**src/rtl/systolic_input_fifo_bank_pkg.sv**
```systemverilog
// Shared types and sizing for the systolic array input buffering stage.
// Element width, array dimension and FIFO depth are fixed here for the whole slice.
package systolic_array_pkg;

  localparam int N         = 4;
  localparam int DW        = 16;
  localparam int DEPTH     = 3;
  localparam int ROW_IDX_W = $clog2(N);
  localparam int PTR_W     = (DEPTH > 1) ? $clog2(DEPTH) : 1;
  localparam int CNT_W     = $clog2(DEPTH + 1);

  typedef logic [DW-1:0] elem_t;
  typedef elem_t [N-1:0] row_vec_t;

  // Pointer advance with explicit wrap, since DEPTH need not be a power of two.
  function automatic logic [PTR_W-1:0] ptr_inc(input logic [PTR_W-1:0] p);
    return (p == PTR_W'(DEPTH - 1)) ? '0 : p + 1'b1;
  endfunction

endpackage

```
**src/rtl/systolic_input_fifo_bank_if.sv**
```systemverilog
// Control-unit facing bus of the input FIFO bank: row loads, per-row shifts,
// array-side element outputs and status/error flags.
interface systolic_input_fifo_bank_if import systolic_array_pkg::*; ();

  logic                 input_load;
  logic [ROW_IDX_W-1:0] input_row;
  logic [N*DW-1:0]      load_data;
  logic [N-1:0]         fifo_shift;
  logic                 err_clr;
  logic [N*DW-1:0]      array_in;
  logic [N-1:0]         array_in_valid;
  logic [N-1:0]         row_full;
  logic [N-1:0]         row_empty;
  logic                 overflow;
  logic                 underflow;

  modport master (
    output input_load, input_row, load_data, fifo_shift, err_clr,
    input  array_in, array_in_valid, row_full, row_empty, overflow, underflow
  );

  modport slave (
    input  input_load, input_row, load_data, fifo_shift, err_clr,
    output array_in, array_in_valid, row_full, row_empty, overflow, underflow
  );

endinterface

```
**src/rtl/systolic_input_fifo_bank_row_fifo.sv**
```systemverilog
// One row FIFO: holds up to DEPTH row vectors and streams the head vector
// one element per shift, popping it after the last element.
module input_row_fifo import systolic_array_pkg::*; (
  input  logic     clk,
  input  logic     RST,
  input  logic     wr_en,
  input  row_vec_t wr_data,
  input  logic     shift,
  output elem_t    out_elem,
  output logic     out_valid,
  output logic     full,
  output logic     empty,
  output logic     ovf_pulse,
  output logic     unf_pulse
);

  row_vec_t             mem [DEPTH];
  logic [PTR_W-1:0]     wr_ptr, rd_ptr;
  logic [CNT_W-1:0]     count, count_next;
  logic [ROW_IDX_W-1:0] elem_idx;
  logic                 has_data, do_shift, pop, wr_ok;

  // A full row may still accept a write on the cycle its head pops.
  always_comb begin
    has_data   = (count != '0);
    do_shift   = shift && has_data;
    pop        = do_shift && (elem_idx == ROW_IDX_W'(N - 1));
    wr_ok      = wr_en && ((count < CNT_W'(DEPTH)) || pop);
    ovf_pulse  = wr_en && !wr_ok;
    unf_pulse  = shift && !has_data;
    count_next = count;
    if (wr_ok && !pop)      count_next = count + 1'b1;
    else if (pop && !wr_ok) count_next = count - 1'b1;
  end

  // NOTE: the vector storage is deliberately left unreset; valid data is
  // tracked by count/pointers, so clearing it would only cost reset fan-out.
  always_ff @(posedge clk) begin
    if (wr_ok) mem[wr_ptr] <= wr_data;
  end

  always_ff @(posedge clk or posedge RST) begin
    if (RST) begin
      wr_ptr    <= '0;
      rd_ptr    <= '0;
      count     <= '0;
      elem_idx  <= '0;
      out_elem  <= '0;
      out_valid <= 1'b0;
      full      <= 1'b0;
      empty     <= 1'b1;
    end else begin
      if (wr_ok) wr_ptr <= ptr_inc(wr_ptr);
      if (pop)   rd_ptr <= ptr_inc(rd_ptr);
      count <= count_next;
      full  <= (count_next == CNT_W'(DEPTH));
      empty <= (count_next == '0);
      if (do_shift) begin
        out_elem  <= mem[rd_ptr][elem_idx];
        out_valid <= 1'b1;
        elem_idx  <= pop ? '0 : elem_idx + 1'b1;
      end else if (shift) begin
        out_elem  <= '0;
        out_valid <= 1'b0;
      end else begin
        out_valid <= 1'b0;
      end
    end
  end

endmodule

```
**src/rtl/systolic_input_fifo_bank.sv**
```systemverilog
// Per-row input buffering ahead of the systolic array: decodes row writes,
// fans out to N row FIFOs and keeps sticky overflow/underflow flags.
module systolic_input_fifo_bank import systolic_array_pkg::*; (
  input  logic                       clk,
  input  logic                       RST,
  systolic_input_fifo_bank_if.slave  bus
);

  logic [N-1:0]    wr_en, ovf, unf, out_valid, full, empty;
  elem_t           out_elem [N];
  row_vec_t        load_vec;
  logic            bad_row;
  logic [N*DW-1:0] array_in_w;
  logic            overflow_q, underflow_q;

  assign load_vec = row_vec_t'(bus.load_data);

  // A load that matches no row is an out-of-range index and is dropped.
  always_comb begin
    wr_en = '0;
    for (int r = 0; r < N; r++)
      wr_en[r] = bus.input_load && (bus.input_row == ROW_IDX_W'(r));
    bad_row = bus.input_load && (wr_en == '0);
  end

  for (genvar r = 0; r < N; r++) begin : g_row
    input_row_fifo u_fifo (
      .clk       (clk),
      .RST       (RST),
      .wr_en     (wr_en[r]),
      .wr_data   (load_vec),
      .shift     (bus.fifo_shift[r]),
      .out_elem  (out_elem[r]),
      .out_valid (out_valid[r]),
      .full      (full[r]),
      .empty     (empty[r]),
      .ovf_pulse (ovf[r]),
      .unf_pulse (unf[r])
    );
  end

  always_comb begin
    array_in_w = '0;
    for (int r = 0; r < N; r++)
      array_in_w[r*DW +: DW] = out_elem[r];
  end

  // Clear wins over a same-cycle error event.
  always_ff @(posedge clk or posedge RST) begin
    if (RST) begin
      overflow_q  <= 1'b0;
      underflow_q <= 1'b0;
    end else if (bus.err_clr) begin
      overflow_q  <= 1'b0;
      underflow_q <= 1'b0;
    end else begin
      if ((|ovf) || bad_row) overflow_q  <= 1'b1;
      if (|unf)              underflow_q <= 1'b1;
    end
  end

  assign bus.array_in       = array_in_w;
  assign bus.array_in_valid = out_valid;
  assign bus.row_full       = full;
  assign bus.row_empty      = empty;
  assign bus.overflow       = overflow_q;
  assign bus.underflow      = underflow_q;

endmodule
```
**src/flat_wrapper.sv**
```systemverilog
// flat-port wrapper written by rule: the top's interface ports become plain ports
module systolic_input_fifo_bank_flat import systolic_array_pkg::*;
  (clk, RST, bus_input_load, bus_input_row, bus_load_data, bus_fifo_shift, bus_err_clr, bus_array_in, bus_array_in_valid, bus_row_full, bus_row_empty, bus_overflow, bus_underflow);
  systolic_input_fifo_bank_if bus_i ();
  input  logic clk;
  input  logic RST;
  input wire logic [$bits(bus_i.input_load)-1:0] bus_input_load;
  input wire logic [$bits(bus_i.input_row)-1:0] bus_input_row;
  input wire logic [$bits(bus_i.load_data)-1:0] bus_load_data;
  input wire logic [$bits(bus_i.fifo_shift)-1:0] bus_fifo_shift;
  input wire logic [$bits(bus_i.err_clr)-1:0] bus_err_clr;
  output wire logic [$bits(bus_i.array_in)-1:0] bus_array_in;
  output wire logic [$bits(bus_i.array_in_valid)-1:0] bus_array_in_valid;
  output wire logic [$bits(bus_i.row_full)-1:0] bus_row_full;
  output wire logic [$bits(bus_i.row_empty)-1:0] bus_row_empty;
  output wire logic [$bits(bus_i.overflow)-1:0] bus_overflow;
  output wire logic [$bits(bus_i.underflow)-1:0] bus_underflow;
  assign bus_i.input_load = bus_input_load;
  assign bus_i.input_row = bus_input_row;
  assign bus_i.load_data = bus_load_data;
  assign bus_i.fifo_shift = bus_fifo_shift;
  assign bus_i.err_clr = bus_err_clr;
  assign bus_array_in = bus_i.array_in;
  assign bus_array_in_valid = bus_i.array_in_valid;
  assign bus_row_full = bus_i.row_full;
  assign bus_row_empty = bus_i.row_empty;
  assign bus_overflow = bus_i.overflow;
  assign bus_underflow = bus_i.underflow;
  systolic_input_fifo_bank u_core (.clk(clk), .RST(RST), .bus(bus_i));
endmodule
```
**config.mk**
```make
export PLATFORM = sky130hd
export DESIGN_NAME = systolic_input_fifo_bank_flat
export DESIGN_NICKNAME = d
export VERILOG_FILES = /design/src/rtl/systolic_input_fifo_bank_pkg.sv /design/src/rtl/systolic_input_fifo_bank_if.sv /design/src/rtl/systolic_input_fifo_bank_row_fifo.sv /design/src/rtl/systolic_input_fifo_bank.sv /design/src/flat_wrapper.sv
export SDC_FILE = /design/constraint.sdc
export NUM_CORES = 1
export LEC_CHECK = 0
export ABC_AREA = 0
export BUFFER_PORTS_ARGS = -buffer_cell sky130_fd_sc_hd__clkbuf_2
export CORE_MARGIN = 4
export CORE_UTILIZATION = 30
export DETAILED_ROUTE_END_ITERATION = 10
export SLEW_MARGIN = 20
export SYNTH_ARGS = -nofsm -noshare
export SYNTH_HDL_FRONTEND = slang
export SYNTH_HIERARCHICAL = 1
export SYNTH_SLANG_ARGS = --single-unit
```
**constraint.sdc**
```tcl
create_clock -name clk -period 14.1 [get_ports clk]
set_input_delay 1.41 -clock clk [delete_from_list [all_inputs] [get_ports clk]]
set_output_delay 1.41 -clock clk [all_outputs]
set_load 0.01 [all_outputs]
```
==> results <==
- The run finished with clean final reports.
- The normalized max-slew margin is between 30 and 40%.
- Timing would allow up to slightly above 300 MHz.
- The simple-gate area share of the yosys netlist is about 2.3%.
- The post-cts sizing count is 0.
- The category of cells accounting for the largest share of critical-path delay is buffers and inverters.
- The remaining design rule violation count is 0.
- The minimum clock period after layout is between 3 and 4 ns.
- The utilization of the core after routing is a little over a third.
- In the final layout, the multi-input gates occupy roughly 8000 um^2.
- The relative area change from synthesis to final layout is 15.1%.
- The number of pins exceeding their max-slew limit in the final report came to 0.
- The number of warnings printed during yosys synthesis is 6.
- The count of nets left with antenna violations once routing finished came out at 0.
- STA classifies the critical path endpoint as a flip-flop.
- The setup violation total in the final timing report is 0.
- At the later pin of the worst-skew pair, clock insertion delay measures 0.64 ns.
- With fillers left out, the area of the finished cells amounts to between 30000 and 40000 um^2.
- The die is about 350 um wide.
- The critical path's slowest cell is sky130_fd_sc_hd__buf_4.
- The hold buffer count at CTS is 0.
- The first-pass detailed-route iteration total is 5.
- STA classifies the critical path startpoint as an input pin.
- For this block, the routed nets add up to 93.0 mm of wire.
- The total number of clock tree sinks is around 900.
- The startpoint of the most critical setup path is bus_fifo_shift[2].
- The biggest cell delay along the critical path is 0.74 ns.
- The final critical path takes up between 20% and 30% of the cycle.
- The number of cells on the worst reg-to-reg path is 6.
- The min-delay analysis places its worst path in the category flip-flop to flip-flop.
- The register-to-register setup slack is about 11 ns.
- The final instance count without filler cells is around 3600.
- The starting density of the core is 30.4%.
- The post-synthesis cell area is approximately 34000 um^2.
- The buffer and inverter count on the worst path is 2.
- The number of post-CTS setup repair buffers is 0.
- Of the total synthesized cell area, the portion taken by XOR and XNOR cells is less than 1%.
- The maximum number of buffers from clock root to sink is 3.
- Summing all placed instances gives a cell area of between 30000 and 40000 um^2.
- The worst-margin pin slew is slightly above 1 ns.
- The maximum number of pins on one net before global-route repair is 67.
- The cell row count is between 100 and 150.
- The initial antenna violation count is 21.
- The count of buffers inserted at the top-level ports is 151.
- The launch instance of the worst register-to-register path is u_core/g_row[2].u_fifo/elem_idx[0]$_DFFE_PP0N_.
- The post-synthesis compound-gate area fraction is roughly 4.7%.
- Detailed placement ended at an HPWL of 58.9 mm.
- The depth of the critical timing path with buffers and inverters included is 5.
- The area share of the leading cell type in the synthesized netlist is between 60% and 70%.
- For this run, the post-layout net count is between 2000 and 2500.
- The most area-hungry cell type in the Yosys netlist is sky130_fd_sc_hd__edfxtp_1.
- Summing over every cut layer, the via total after detailed routing is between 15000 and 20000.
- The number of DRC violations after detailed-routing iteration 0 is about 1800.
- The area of the die is 120000 um^2.
- The via count of the first global-routing pass is about 18000.
- The critical path goes through clkbuf_2, and3b_1, o21ai_0, nor3b_2, buf_4.
- The combinational family with the most area after synthesis is multiplexers.
- In the final timing run, aggregate negative setup slack is 0 ns.
- The sequential element share of the synthesized area is 75.3%.
- The number of instances in the synthesized netlist is ~1900.
- The clock edge transition at the registers on the reported setup and hold paths is approximately 0.060 ns.
- OpenSTA, run right after detailed placement, puts the worst setup slack at 10.11 ns.
- The top-level port count is between 150 and 200.
- The worst-case IR drop observed on VDD is 104 uV.
- Cells with a size suffix above 1 make up around 29% of the layout.
- The total nets after synthesis is just under 2000.
- The aggregate global-route resource usage is between 10% and 20%.
- Dividing the synthesized area by the synthesized cell count gives ~18 um^2.
- After Yosys synthesis, full adders, half adders and majority gates account for 0.438% of the synthesized area.
- The overall overflow remaining after global route is 0.
- The cell count after placement is 3455.
- The H-tree depth is 3.
- The post-synthesis mux area share is between 10% and 20%.
- The area taken by flip-flops and latches is between 20000 and 30000 um^2.
- In this run the critical register-to-register path is captured at u_core/g_row[2].u_fifo/mem[1][44]$_DFFE_PP_.
- The largest fanout on the critical path is between 60 and 70.
- The routed length per instance is 25.7 um.
- Routability-driven placement finished with a final weighted congestion of ~0.8.
- The number of library cell types mapped by synthesis is 38.
- The core region is 113000 um^2.
- The first global-routing pass estimated between 100 and 150 mm of wire.
- The master cell of the clock root buffer is sky130_fd_sc_hd__clkbuf_16.
- Synthesis inferred approximately 880 register bits.
- Counting the fill cells in the layout gives between 10000 and 15000.
- The total count of hold-check failures in the final report came to 0.
- The critical path required time is ~14 ns.
- The kind of critical path is input pin to flip-flop.
- The capture point of the worst path is u_core/g_row[2].u_fifo/mem[1][44]$_DFFE_PP_.
- The final critical-path setup slack is 10.79 ns.
- The worst clock skew on the final layout is 0.0215 ns.
- The chip height is between 300 and 400 um.
- After detailed routing, the number of vias per cell comes to slightly below 5.
- Setup repair after global routing left no endpoint under its margin.
- The data arrival time at the worst-slack endpoint is roughly 3.6 ns.
- Clock tree synthesis inserted a total of 80 buffers.
- Across the run, the number of max-cap violations was 0.
- TritonCTS built the clock tree.
- The leakage power summed over all cells is 13.5 nW.
- Yosys attributes the largest share of cell area to sky130_fd_sc_hd__edfxtp_1 67%, sky130_fd_sc_hd__dfrtp_1 7.7%, sky130_fd_sc_hd__mux2_2 6.3%.
- Dividing total power by cell area gives a power density of about 190 nW/um^2.
area by class of cell:
| cell class | instances | share of cell area (%) |
|---|---|---|
| timing repair buffer | 187 | 2.60 |
| antenna | 13 | 0.0824 |
| inverter | 83 | 0.789 |
| tap | 1500 | 4.76 |
| sequential | 878 | 65.5 |
| clock buffer | 115 | 5.85 |
| multi-input combinational | 807 | 19.7 |
| clock inverter | 34 | 0.717 |
power by group:
group / switching (mW) / internal (mW) / leakage (nW)
logic: 1.08 / 0.914 / 3.91
clock network: 0.924 / 1.22 / 1.26
registers: 0.290 / 3.11 / 8.28
total: 2.30 / 5.24 / 13.5
cell families (layout without fill, tap and decap cells):
kind of cell,count (synthesis),count (layout)
flip-flops,878,878
multiplexers,400,400
AO/OA/AOI/OAI,230,230
buffers and inverters,179,419
AND/OR/NAND/NOR,161,161
adder cells (fa/ha/maj),12,12
XOR/XNOR,4,4
other,0,13
through the flow:
stage / total power [mW] / hold slack (ns)
2_1_floorplan: 4.76 / 0.488
3_3_place_gp: 5.41 / 0.534
3_5_place_dp: 5.48 / 0.551
4_1_cts: 7.62 / 0.567
5_1_grt: 7.88 / 0.591
6_report: 7.54 / 0.567
layout by cell type, fill, tap and decap left out, types with 9 or more instances in the layout:
| cell | n |
|---|---|
| sky130_fd_sc_hd__and2_1 | 10 |
| sky130_fd_sc_hd__a21oi_1 | 10 |
| sky130_fd_sc_hd__clkbuf_1 | 21 |
| sky130_fd_sc_hd__a221o_1 | 64 |
| sky130_fd_sc_hd__nor2_1 | 19 |
| sky130_fd_sc_hd__diode_2 | 13 |
| sky130_fd_sc_hd__o21ai_0 | 70 |
| sky130_fd_sc_hd__nor3b_2 | 11 |
| sky130_fd_sc_hd__mux2i_1 | 132 |
| sky130_fd_sc_hd__buf_4 | 36 |
| sky130_fd_sc_hd__mux2_2 | 192 |
| sky130_fd_sc_hd__clkbuf_2 | 151 |
| sky130_fd_sc_hd__mux4_2 | 64 |
| sky130_fd_sc_hd__clkinv_2 | 13 |
| sky130_fd_sc_hd__clkbuf_8 | 11 |
| sky130_fd_sc_hd__edfxtp_1 | 768 |
| sky130_fd_sc_hd__mux2_4 | 12 |
| sky130_fd_sc_hd__dfrtp_1 | 98 |
| sky130_fd_sc_hd__clkbuf_16 | 83 |
| sky130_fd_sc_hd__inv_1 | 81 |
| sky130_fd_sc_hd__o22ai_1 | 64 |
| sky130_fd_sc_hd__nand2_1 | 77 |
| sky130_fd_sc_hd__ha_1 | 12 |
| sky130_fd_sc_hd__clkinv_1 | 9 |
state kept, by name, summed over array words and instances (netlist names):
signal,count
u_core/bus.overflow,1
u_core/bus.underflow,1
u_core/g_row.u_fifo/count,8
u_core/g_row.u_fifo/elem_idx,8
u_core/g_row.u_fifo/empty,4
u_core/g_row.u_fifo/full,4
u_core/g_row.u_fifo/mem,768
u_core/g_row.u_fifo/out_elem,64
u_core/g_row.u_fifo/out_valid,4
u_core/g_row.u_fifo/rd_ptr,8
u_core/g_row.u_fifo/wr_ptr,8
how the worst min path moves through the flow:
stage | from | to | slack (ns) | depth (start not counted)
after global routing | u_core/g_row[3].u_fifo/wr_ptr[1]$_DFFE_PP0P_ | u_core/g_row[3].u_fifo/wr_ptr[1]$_DFFE_PP0P_ | 0.59 | 1
after global placement | u_core/g_row[0].u_fifo/wr_ptr[1]$_DFFE_PP0P_ | u_core/g_row[0].u_fifo/wr_ptr[1]$_DFFE_PP0P_ | 0.53 | 1
after floorplan | u_core/g_row[0].u_fifo/wr_ptr[0]$_DFFE_PP0P_ | u_core/g_row[0].u_fifo/wr_ptr[0]$_DFFE_PP0P_ | 0.49 | 1
after detailed placement | u_core/g_row[3].u_fifo/wr_ptr[0]$_DFFE_PP0P_ | u_core/g_row[3].u_fifo/wr_ptr[0]$_DFFE_PP0P_ | 0.55 | 1
final | u_core/g_row[3].u_fifo/wr_ptr[0]$_DFFE_PP0P_ | u_core/g_row[3].u_fifo/wr_ptr[0]$_DFFE_PP0P_ | 0.57 | 1
after CTS | u_core/g_row[3].u_fifo/wr_ptr[0]$_DFFE_PP0P_ | u_core/g_row[3].u_fifo/wr_ptr[0]$_DFFE_PP0P_ | 0.57 | 1
cells in the mapped netlist:
master,instances
sky130_fd_sc_hd__buf_1,9
sky130_fd_sc_hd__a211oi_1,2
sky130_fd_sc_hd__buf_6,8
sky130_fd_sc_hd__nand3b_1,8
sky130_fd_sc_hd__a21o_1,8
sky130_fd_sc_hd__o22ai_1,64
sky130_fd_sc_hd__and2_1,10
sky130_fd_sc_hd__mux2_2,192
sky130_fd_sc_hd__o21ai_0,70
sky130_fd_sc_hd__a31oi_1,6
sky130_fd_sc_hd__mux2_4,12
sky130_fd_sc_hd__dfstp_2,4
sky130_fd_sc_hd__inv_1,83
sky130_fd_sc_hd__a221o_1,64
sky130_fd_sc_hd__nand2_1,77
sky130_fd_sc_hd__dfrtp_1,106
sky130_fd_sc_hd__or4_1,2
sky130_fd_sc_hd__mux4_2,64
sky130_fd_sc_hd__nor3b_1,12
sky130_fd_sc_hd__or3_1,4
sky130_fd_sc_hd__edfxtp_1,768
sky130_fd_sc_hd__nor2_1,19
sky130_fd_sc_hd__nand3_1,2
sky130_fd_sc_hd__a311oi_1,4
sky130_fd_sc_hd__buf_4,4
sky130_fd_sc_hd__a21oi_1,10
sky130_fd_sc_hd__mux2i_1,132
sky130_fd_sc_hd__buf_2,32
sky130_fd_sc_hd__nor2b_1,4
sky130_fd_sc_hd__xnor2_1,4
sky130_fd_sc_hd__and3b_1,5
sky130_fd_sc_hd__nor3b_2,1
sky130_fd_sc_hd__clkbuf_1,43
sky130_fd_sc_hd__ha_1,12
sky130_fd_sc_hd__and3_1,5
sky130_fd_sc_hd__nand2b_1,2
sky130_fd_sc_hd__a2bb2oi_1,2
sky130_fd_sc_hd__nor3_1,10
routing by layer:
layer	share of wire [%]	GRT usage, %	routed length, um	vias to the layer above
li1	-	-	-	7715
met1	42	20.0	39000	9336
met2	50	25.5	46100	540
met3	6.0	2.68	5540	109
met4	2.6	5.02	2420	4
met5	0.027	0	25	-
Note: power is estimated with default switching activity, not from simulation.
